--- config.mk ---
export PLATFORM = sky130hd
export DESIGN_NAME = pipeline_ctrl
export DESIGN_NICKNAME = d
export VERILOG_FILES = /design/src/rtl/pipeline_ctrl.sv
export SDC_FILE = /design/constraint.sdc
export NUM_CORES = 1
export LEC_CHECK = 0
export CORE_MARGIN = 2
export CORE_UTILIZATION = 30
export CTS_BUF_LIST = sky130_fd_sc_hd__clkbuf_4
export DETAILED_ROUTE_END_ITERATION = 10
export GPL_ROUTABILITY_DRIVEN = 0
export PLACE_DENSITY = 0.82
export SYNTH_ARGS = -nofsm -noshare
export SYNTH_HDL_FRONTEND = slang
export SYNTH_SLANG_ARGS = --single-unit
--- constraint.sdc ---
create_clock -name clk -period 3.1 [get_ports clk]
set_input_delay 0.62 -clock clk [delete_from_list [all_inputs] [get_ports clk]]
set_output_delay 0.62 -clock clk [all_outputs]
set_load 0.01 [all_outputs]
--- src/rtl/pipeline_ctrl.sv ---
// Hazard/stall sequencer for the 5-stage RV32IM pipeline: drives stage-latch loads/valids and PC load.
// Optional stall/flush performance counters are built only when STALL_PERF_EN is defined.
module pipeline_ctrl #(
    parameter int MUL_CYCLES = 4,
    parameter int DIV_CYCLES = 33,
    parameter int CNT_W      = 32
) (
    input  logic             clk,
    input  logic             rst,
    input  logic             imem_stall,
    input  logic             dmem_stall,
    input  logic             id_valid,
    input  logic [4:0]       id_rs1,
    input  logic [4:0]       id_rs2,
    input  logic             id_uses_rs1,
    input  logic             id_uses_rs2,
    input  logic             ex_valid,
    input  logic             ex_is_load,
    input  logic [4:0]       ex_rd,
    input  logic             ex_is_mul,
    input  logic             ex_is_div,
    input  logic             ex_mispredict,
    output logic             pc_load,
    output logic             if_id_load,
    output logic             id_ex_load,
    output logic             ex_mem_load,
    output logic             mem_wb_load,
    output logic             if_id_valid,
    output logic             id_ex_valid,
    output logic             ex_mem_valid,
    output logic             muldiv_done,
    output logic             muldiv_busy,
    output logic [CNT_W-1:0] perf_mem_stall,
    output logic [CNT_W-1:0] perf_md_stall,
    output logic [CNT_W-1:0] perf_lu_stall,
    output logic [CNT_W-1:0] perf_flush
);

    localparam int MAX_CYC = (MUL_CYCLES > DIV_CYCLES) ? MUL_CYCLES : DIV_CYCLES;
    localparam int CW      = (MAX_CYC > 2) ? $clog2(MAX_CYC) : 1;

    typedef enum logic {
        S_RUN    = 1'b0,
        S_MULDIV = 1'b1
    } state_t;

    state_t          r_state;
    state_t          w_state_nxt;
    logic [CW-1:0]   r_cnt;
    logic [CW-1:0]   w_cnt_nxt;
    logic            r_md_done_flag;
    logic            w_md_done_flag_nxt;

    logic w_md_counting;
    logic w_md_last;
    logic w_mop_req;
    logic w_md_start;
    logic w_lu_hazard;

    assign w_md_counting = (r_state == S_MULDIV) && (r_cnt != '0);
    assign w_md_last     = (r_state == S_MULDIV) && (r_cnt == '0);
    assign w_mop_req     = ex_valid & (ex_is_mul | ex_is_div) & ~r_md_done_flag;
    // The final MULDIV cycle uses RUN rules but must never restart the same op.
    assign w_md_start    = (r_state == S_RUN) & ~dmem_stall & w_mop_req;
    assign w_lu_hazard   = ex_valid & ex_is_load & (ex_rd != 5'd0) & id_valid &
                           ((id_uses_rs1 & (id_rs1 == ex_rd)) |
                            (id_uses_rs2 & (id_rs2 == ex_rd)));

    assign muldiv_done = w_md_last;
    assign muldiv_busy = (r_state == S_MULDIV);

    always_comb begin
        pc_load      = 1'b1;
        if_id_load   = 1'b1;
        id_ex_load   = 1'b1;
        ex_mem_load  = 1'b1;
        mem_wb_load  = 1'b1;
        if_id_valid  = 1'b1;
        id_ex_valid  = 1'b1;
        ex_mem_valid = 1'b1;
        w_state_nxt  = r_state;
        w_cnt_nxt    = r_cnt;

        if (w_md_counting) begin
            pc_load      = 1'b0;
            if_id_load   = 1'b0;
            id_ex_load   = 1'b0;
            ex_mem_valid = 1'b0;
            w_cnt_nxt    = r_cnt - CW'(1);
            if (dmem_stall) begin
                pc_load     = 1'b0;
                if_id_load  = 1'b0;
                id_ex_load  = 1'b0;
                ex_mem_load = 1'b0;
                mem_wb_load = 1'b0;
            end
        end else begin
            if (r_state == S_MULDIV) begin
                w_state_nxt = S_RUN;
            end
            if (dmem_stall) begin
                pc_load     = 1'b0;
                if_id_load  = 1'b0;
                id_ex_load  = 1'b0;
                ex_mem_load = 1'b0;
                mem_wb_load = 1'b0;
            end else if (w_md_start) begin
                pc_load      = 1'b0;
                if_id_load   = 1'b0;
                id_ex_load   = 1'b0;
                ex_mem_valid = 1'b0;
                w_state_nxt  = S_MULDIV;
                w_cnt_nxt    = ex_is_div ? CW'(DIV_CYCLES - 2) : CW'(MUL_CYCLES - 2);
            end else if (ex_mispredict) begin
                if_id_valid = 1'b0;
                id_ex_valid = 1'b0;
            end else if (w_lu_hazard) begin
                pc_load     = 1'b0;
                if_id_load  = 1'b0;
                id_ex_valid = 1'b0;
            end else if (imem_stall) begin
                pc_load     = 1'b0;
                if_id_valid = 1'b0;
            end
        end
    end

    // A finished op held in EX by a dcache stall must not restart once the stall clears.
    always_comb begin
        w_md_done_flag_nxt = r_md_done_flag;
        if (w_md_last & dmem_stall) begin
            w_md_done_flag_nxt = 1'b1;
        end else if (ex_mem_load) begin
            w_md_done_flag_nxt = 1'b0;
        end
    end

    always_ff @(posedge clk or negedge rst) begin
        if (!rst) begin
            r_state        <= S_RUN;
            r_cnt          <= '0;
            r_md_done_flag <= 1'b0;
        end else begin
            r_state        <= w_state_nxt;
            r_cnt          <= w_cnt_nxt;
            r_md_done_flag <= w_md_done_flag_nxt;
        end
    end

`ifdef STALL_PERF_EN
    logic [CNT_W-1:0] r_perf_mem_stall;
    logic [CNT_W-1:0] r_perf_md_stall;
    logic [CNT_W-1:0] r_perf_lu_stall;
    logic [CNT_W-1:0] r_perf_flush;
    logic             w_flush_taken;
    logic             w_lu_taken;

    assign w_flush_taken = ~w_md_counting & ~dmem_stall & ~w_md_start & ex_mispredict;
    assign w_lu_taken    = ~w_md_counting & ~dmem_stall & ~w_md_start & ~ex_mispredict &
                           w_lu_hazard;

    always_ff @(posedge clk or negedge rst) begin
        if (!rst) begin
            r_perf_mem_stall <= '0;
            r_perf_md_stall  <= '0;
            r_perf_lu_stall  <= '0;
            r_perf_flush     <= '0;
        end else begin
            if (dmem_stall)                  r_perf_mem_stall <= r_perf_mem_stall + CNT_W'(1);
            if (muldiv_busy | w_md_start)    r_perf_md_stall  <= r_perf_md_stall + CNT_W'(1);
            if (w_lu_taken)                  r_perf_lu_stall  <= r_perf_lu_stall + CNT_W'(1);
            if (w_flush_taken)               r_perf_flush     <= r_perf_flush + CNT_W'(1);
        end
    end

    assign perf_mem_stall = r_perf_mem_stall;
    assign perf_md_stall  = r_perf_md_stall;
    assign perf_lu_stall  = r_perf_lu_stall;
    assign perf_flush     = r_perf_flush;
`else
    assign perf_mem_stall = '0;
    assign perf_md_stall  = '0;
    assign perf_lu_stall  = '0;
    assign perf_flush     = '0;
`endif

endmodule

==> impl_metrics.env, run 1 <==
export IMPL_global_route_wire_length_before_repair_um=3822
export IMPL_detail_route_drc_violations=0
export IMPL_fp_dieH_um=78
export IMPL_clkSinkCount=8
export IMPL_post_dp_hpwl_um=2689
export IMPL_placed_area_um2=1677
export IMPL_mostFrequentLayoutCell="conb_1"
export IMPL_design_portCount=165
export IMPL_r2r_slack_ps=1050
export IMPL_synth_edff_count=0
export IMPL_total_power_mw=0.8125
export IMPL_crit_path_start_kind="register"
export IMPL_placement_io_buffers=36
export IMPL_initial_core_util=0.3156
export IMPL_grt_pass1_vias=805
export IMPL_grt_max_degree=9
export IMPL_power_leakage_nw=0.9082
export IMPL_clk_pin_slew_ps=60
export IMPL_cts_root_buffer="clkbuf_4"
export IMPL_hold_viol_final=0
export IMPL_cts_path_max_buffers=2
export IMPL_post_synthesis_cell_area_um2=1643
export IMPL_final_instance_count_excl_fill=320
export IMPL_cp_data_arrival_time_ps=2390
export IMPL_via_per_inst=3.303
export IMPL_maximum_fanout_along_the_worst_path=7
export IMPL_reg2regPathDepth=8
export IMPL_timing_critical_path_to_type="output port"
export IMPL_cts_hold_fix_buffers=0
export IMPL_power_ir_vdd_worst_v=0.0001546
export IMPL_grt_antenna_before_repair=0
export IMPL_detail_route_antenna_nets=0
export IMPL_detail_route_wirelength_um=3061
export IMPL_seq_area_frac_synth=0.1219
export IMPL_track_usage=0.08350
export IMPL_ys_warnings_count=0
export IMPL_syn_mean_instance_area_um2=8.093
export IMPL_dp_cells=317
export IMPL_antennaDiodeCount=0
export IMPL_yosys_register_bits=8
export IMPL_min_period_ps=3014
export IMPL_initial_drc_count=14
export IMPL_post_synth_inst_count=203
export IMPL_count_of_cell_types_in_the_netlist=41
export IMPL_worst_clock_skew_ps=5.119
export IMPL_outcome="complete, no violations"
export IMPL_globalRoute_totalOverflow=0
export IMPL_layout_drive_gt1_share=0.1160
export IMPL_achievable_frequency_mhz=331.8
export IMPL_pwr_density_cell_nw_per_um2=479.2
export IMPL_dr_total_vias=1057
export IMPL_critical_register_to_register_path_endpoint="r_cnt[4]"
export IMPL_area_growth_synth_to_final_pct=3.199
export IMPL_dominantRegCellSynth="dfrtp_1"
export IMPL_wl_per_cell_um=9.566
export IMPL_hold_ep="r_cnt[2]"
export IMPL_postSynth_asyncResetShare=1.000
export IMPL_tritoncts="built"
export IMPL_hold_class="reg2reg"
export IMPL_finish_net_count=280
export IMPL_critical_path_required_ps=2480
export IMPL_setup_violations_final=0
export IMPL_min_period_over_period=0.9723
export IMPL_rsz_0062_raised_after_global_routing="no"
export IMPL_floorplan_die_area_um2=6084
export IMPL_h_tree_levels=1
export IMPL_drv_cap=0
export IMPL_timing_hold_worst_path_depth=1
export IMPL_1st_pass_router_iterations=4
export IMPL_timing_final_max_slew_violations=0
export IMPL_worst_path_class_setup="reg2out"
export IMPL_hold_start="r_cnt[2]"
export IMPL_placeableCoreArea_um2=5205
export IMPL_clock_latency_ps=260
export IMPL_crit_reg2reg_launch="r_cnt[0]"
export IMPL_layout_cells_most_common_list="conb_1 (128), clkdlybuf4s50_1 (29), buf_4 (11), xnor2_1 (10), dfrtp_1 (8)"
export IMPL_die_width_um=78
export IMPL_fp_row_count=26
export IMPL_cts_inserted_buffers=3
export IMPL_stdcell_area_um2=1695
repair_timing:
item | in CTS | in global routing
pin swaps | 1 | 1
buffers inserted | 0 | 0
endpoints found under the setup margin | 6 | 3
gates resized for setup | 9 | 2
gates cloned | 0 | 0
hold endpoints to repair | 0 | 0
cells in the mapped netlist (2+ instances only):
cell type / n / area (um2)
nor3_1: 2 / 10.01
o21ai_0: 2 / 10.01
inv_1: 4 / 15.01
xnor2_1: 10 / 87.58
o22ai_1: 2 / 12.51
buf_4: 129 / 968.4
nand4_1: 2 / 12.51
a211o_1: 2 / 17.52
a21oi_1: 2 / 10.01
nor2_1: 5 / 18.77
nor4_1: 3 / 18.77
nand2_1: 4 / 15.01
dfrtp_1: 8 / 200.2
state kept, by name, indices dropped and copies added, names as in the netlist:
signal	flops
muldiv_busy	1
r_md_done_flag	1
r_cnt	6
cells by family after synthesis:
kind of cell    Yosys count  share of synthesized area
mux                       1                   0.006093
xor+xnor                 10                    0.05331
other cells               1                   0.002283
flops                     8                     0.1219
simple gates             28                     0.1044
fa+ha+maj                 1                   0.007615
buf+inv                 135                     0.6055
compound gates           19                    0.09902
worst max path at each step:
stage	slack (ps)	startpoint	to
final	90	r_cnt[0]	id_ex_valid
after detailed placement	-390	ex_rd[2]	if_id_load
after floorplan	680	r_cnt[0]	id_ex_valid
after CTS	20	ex_rd[1]	if_id_load
after global routing	0.06	ex_rd[1]	if_id_valid
after global placement	-320	ex_rd[2]	if_id_load
cell type report:
cell class / instances / area (um2)
clock buffer: 3 / 22.52
sequential: 8 / 200.2
tap: 70 / 87.58
timing repair buffer: 47 / 430.4
fill: 552 / 3510
inverter: 5 / 21.27
multi-input combinational: 187 / 933.4
power by group:
group	switching [mW]	total, mW	internal (mW)	leakage, nW
Clock	0.0387	0.0833	0.0445	0.0138
Sequential	0.0651	0.216	0.151	0.0989
Combinational	0.267	0.513	0.246	0.795
Total	0.371	0.812	0.442	0.908
per-layer routing:
metal	part of all wire	global-route usage
met1	0.30	0.06831
met2	0.55	0.1664
met3	0.14	0.03488
met5	0	0
met4	0.0078	0.04211
stage by stage:
step	setup TNS [ps]	setup slack (ps)	hold WS [ps]	util
finish	0	85.83	541.0	0.3257
global route	0	0.05951	565.3	0.3257
CTS	0	17.01	543.9	0.3262
detailed placement	-1305	-390.2	530.5	0.3221
global placement	-1043	-322.1	514.7	0.3221
floorplan	0	675.5	324.4	-
worst max-delay path, cell delays in order, from the launching register on:
cell           delay (ps)
dfrtp_1               400
inv_1                  70
ha_1                  170
or3b_4                420
o31a_4                330
or2_4                 290
inv_4                  70
a32oi_1                90
dlygate4sd2_1         300
No activity file was read; power rests on OpenSTA's default activity.
==> inputs of run 2 (changes only) <==
--- a/config.mk
+++ b/config.mk
@@ -5,7 +5,8 @@
 export SDC_FILE = /design/constraint.sdc
 export NUM_CORES = 1
 export LEC_CHECK = 0
-export CORE_MARGIN = 2
+export CAP_MARGIN = 40
+export CORE_MARGIN = 3
 export CORE_UTILIZATION = 30
 export CTS_BUF_LIST = sky130_fd_sc_hd__clkbuf_4
 export DETAILED_ROUTE_END_ITERATION = 10
==> run 2 against run 1 <==
Worst hold slack got worse by 2.8 ps. First-iteration DRC count rose by 86%. Sequential power about the same. Highest routed layer unchanged. Fmax up 1.6%. Largest power group unchanged. Clock power rose by 5.9%. Routed wire length is 8.4% higher. Via count is 4.2% higher. Power is 1.9% higher. Core utilization hardly changed.
==> impl_metrics.env, run 2 (synthesized netlist as in run 1, its figures left out) <==
export IMPL_outcome="complete, no violations"
export IMPL_min_period_over_period=0.9574
export IMPL_fp_row_count=26
export IMPL_globalRoute_totalOverflow=0
export IMPL_setup_violations_final=0
export IMPL_grt_max_degree=9
export IMPL_area_growth_synth_to_final_pct=3.351
export IMPL_fp_dieH_um=80
export IMPL_crit_path_start_kind="input port"
export IMPL_crit_reg2reg_launch="r_cnt[0]"
export IMPL_preCtsSetupSlack_ps=-346.6
export IMPL_min_period_ps=2968
export IMPL_largest_register_ffs=6
export IMPL_timing_critical_path_to_type="output port"
export IMPL_hold_viol_final=0
export IMPL_cts_path_max_buffers=2
export IMPL_tritoncts="built"
export IMPL_stdcell_area_um2=1698
export IMPL_power_share_clock=0.106
export IMPL_reg2regPathDepth=8
export IMPL_track_usage=0.08606
export IMPL_wl_per_cell_um=10.37
export IMPL_layout_core_utilization=0.3262
export IMPL_clkSinkCount=8
export IMPL_antennaDiodeCount=0
export IMPL_drv_cap=0
export IMPL_clock_latency_ps=270
export IMPL_mostFrequentLayoutCell="conb_1"
export IMPL_1st_pass_router_iterations=4
export IMPL_hold_class="reg2reg"
export IMPL_rsz_0062_raised_after_global_routing="no"
export IMPL_dp_cells=316
export IMPL_post_dp_hpwl_um=2804
export IMPL_hold_start="r_md_done_flag"
export IMPL_fillerInstances=562
export IMPL_r2r_slack_ps=1020
export IMPL_final_instance_count_excl_fill=320
export IMPL_detail_route_antenna_nets=0
export IMPL_initial_drc_count=26
export IMPL_achievable_frequency_mhz=336.9
export IMPL_placed_area_um2=1669
export IMPL_setup_slack_ps=132.1
export IMPL_power_ir_vdd_worst_v=0.0001551
export IMPL_intPower_mw=0.4435
export IMPL_total_switching_power_mw=0.3844
export IMPL_cts_inserted_buffers=3
export IMPL_sw_frac_of_total=0.4643
export IMPL_total_power_mw=0.8279
export IMPL_layout_cells_most_common_list="conb_1 (128), clkdlybuf4s50_1 (29), buf_4 (11), xnor2_1 (10), dfrtp_1 (8)"
export IMPL_p_comb_frac=0.633
export IMPL_critical_register_to_register_path_endpoint="r_cnt[4]"
export IMPL_finish_net_count=280
export IMPL_dr_total_vias=1101
export IMPL_seqCellArea_um2=200.2
export IMPL_h_tree_levels=1
export IMPL_power_leakage_nw=0.9099
export IMPL_hold_ep="r_md_done_flag"
export IMPL_grt_pass1_vias=896
export IMPL_cts_hold_fix_buffers=0
export IMPL_cts_root_buffer="clkbuf_4"
export IMPL_clk_pin_slew_ps=60
export IMPL_timing_hold_worst_path_depth=2
export IMPL_hold_slack_ps=538.2
export IMPL_initial_core_util=0.3156
export IMPL_floorplan_die_area_um2=6400
export IMPL_die_width_um=80
export IMPL_pwr_density_cell_nw_per_um2=487.6
export IMPL_grt_antenna_before_repair=0
export IMPL_placement_io_buffers=36
export IMPL_placeableCoreArea_um2=5205
export IMPL_detail_route_drc_violations=0
export IMPL_layout_drive_gt1_share=0.1200
export IMPL_power_frac_seq=0.260
export IMPL_finalSetupTns_ps=0
export IMPL_global_route_wire_length_before_repair_um=4271
export IMPL_via_per_inst=3.441
export IMPL_worst_clock_skew_ps=1.302
export IMPL_design_portCount=165
export IMPL_critical_path_required_ps=2480
export IMPL_timing_final_max_slew_violations=0
export IMPL_detail_route_wirelength_um=3318
export IMPL_worst_path_class_setup="in2out"
export IMPL_multi_input_comb_area_um2=933.4
export IMPL_largest_register="r_cnt"
export IMPL_cp_data_arrival_time_ps=2350
export IMPL_maximum_fanout_along_the_worst_path=3
-- run 2: changes by cell type in the layout (fill, tap and decap cells not counted), sizes merged --
cell | previous run | this run
clkbuf | 4 | 3
dlygate4sd2 | 6 | 2
buf | 11 | 13
dlymetal6s2s | 0 | 1
clkdlybuf4s15 | 0 | 2
-- run 2: worst max-delay path, stage by stage --
cell	delay [ps]
clkdlybuf4s50_1	500
or4_1	450
o2111ai_2	240
nor2_2	80
a21o_1	180
dlygate4sd2_1	280
-- run 2: final cells by class --
cell class	count	area share
multi-input combinational	187	0.5497
timing repair buffer	47	0.2550
sequential	8	0.1179
tap	70	0.05158
clock buffer	3	0.01326
inverter	5	0.01253
-- run 2: power groups by stage --
stage                     registers (mW)  logic (mW)  clock network (mW)
final                              0.216       0.524              0.0882
after global routing               0.225       0.584              0.0926
after CTS                          0.213       0.525              0.0889
after detailed placement           0.215       0.539                   0
after global placement             0.212       0.524                   0
after floorplan                    0.195       0.467                   0
-- run 2: how the worst max path moves through the flow --
stage	start	endpoint	slack (ps)	depth (start not counted)
after floorplan	r_cnt[0]	id_ex_valid	680	7
after global placement	ex_rd[1]	if_id_load	-330	6
after detailed placement	ex_rd[1]	if_id_load	-350	6
after CTS	ex_rd[1]	if_id_load	7	6
after global routing	r_cnt[1]	id_ex_load	20	7
final	ex_rd[4]	if_id_valid	130	6
-- run 2: what timing repair did --
item | in CTS | in global routing
endpoints found under the setup margin | 6 | 4
pin swaps | 1 | 1
cloned | 0 | 0
setup buffers | 1 | 0
resized for setup | 12 | 5
-- run 2: metal layers --
metal / vias up / part of all wire / track usage
li1: 500 / - / -
met1: 506 / 0.30 / 0.07770
met2: 91 / 0.55 / 0.1730
met3: 4 / 0.14 / 0.02596
met4: 0 / 0.011 / 0.03547
met5: - / 0 / 0
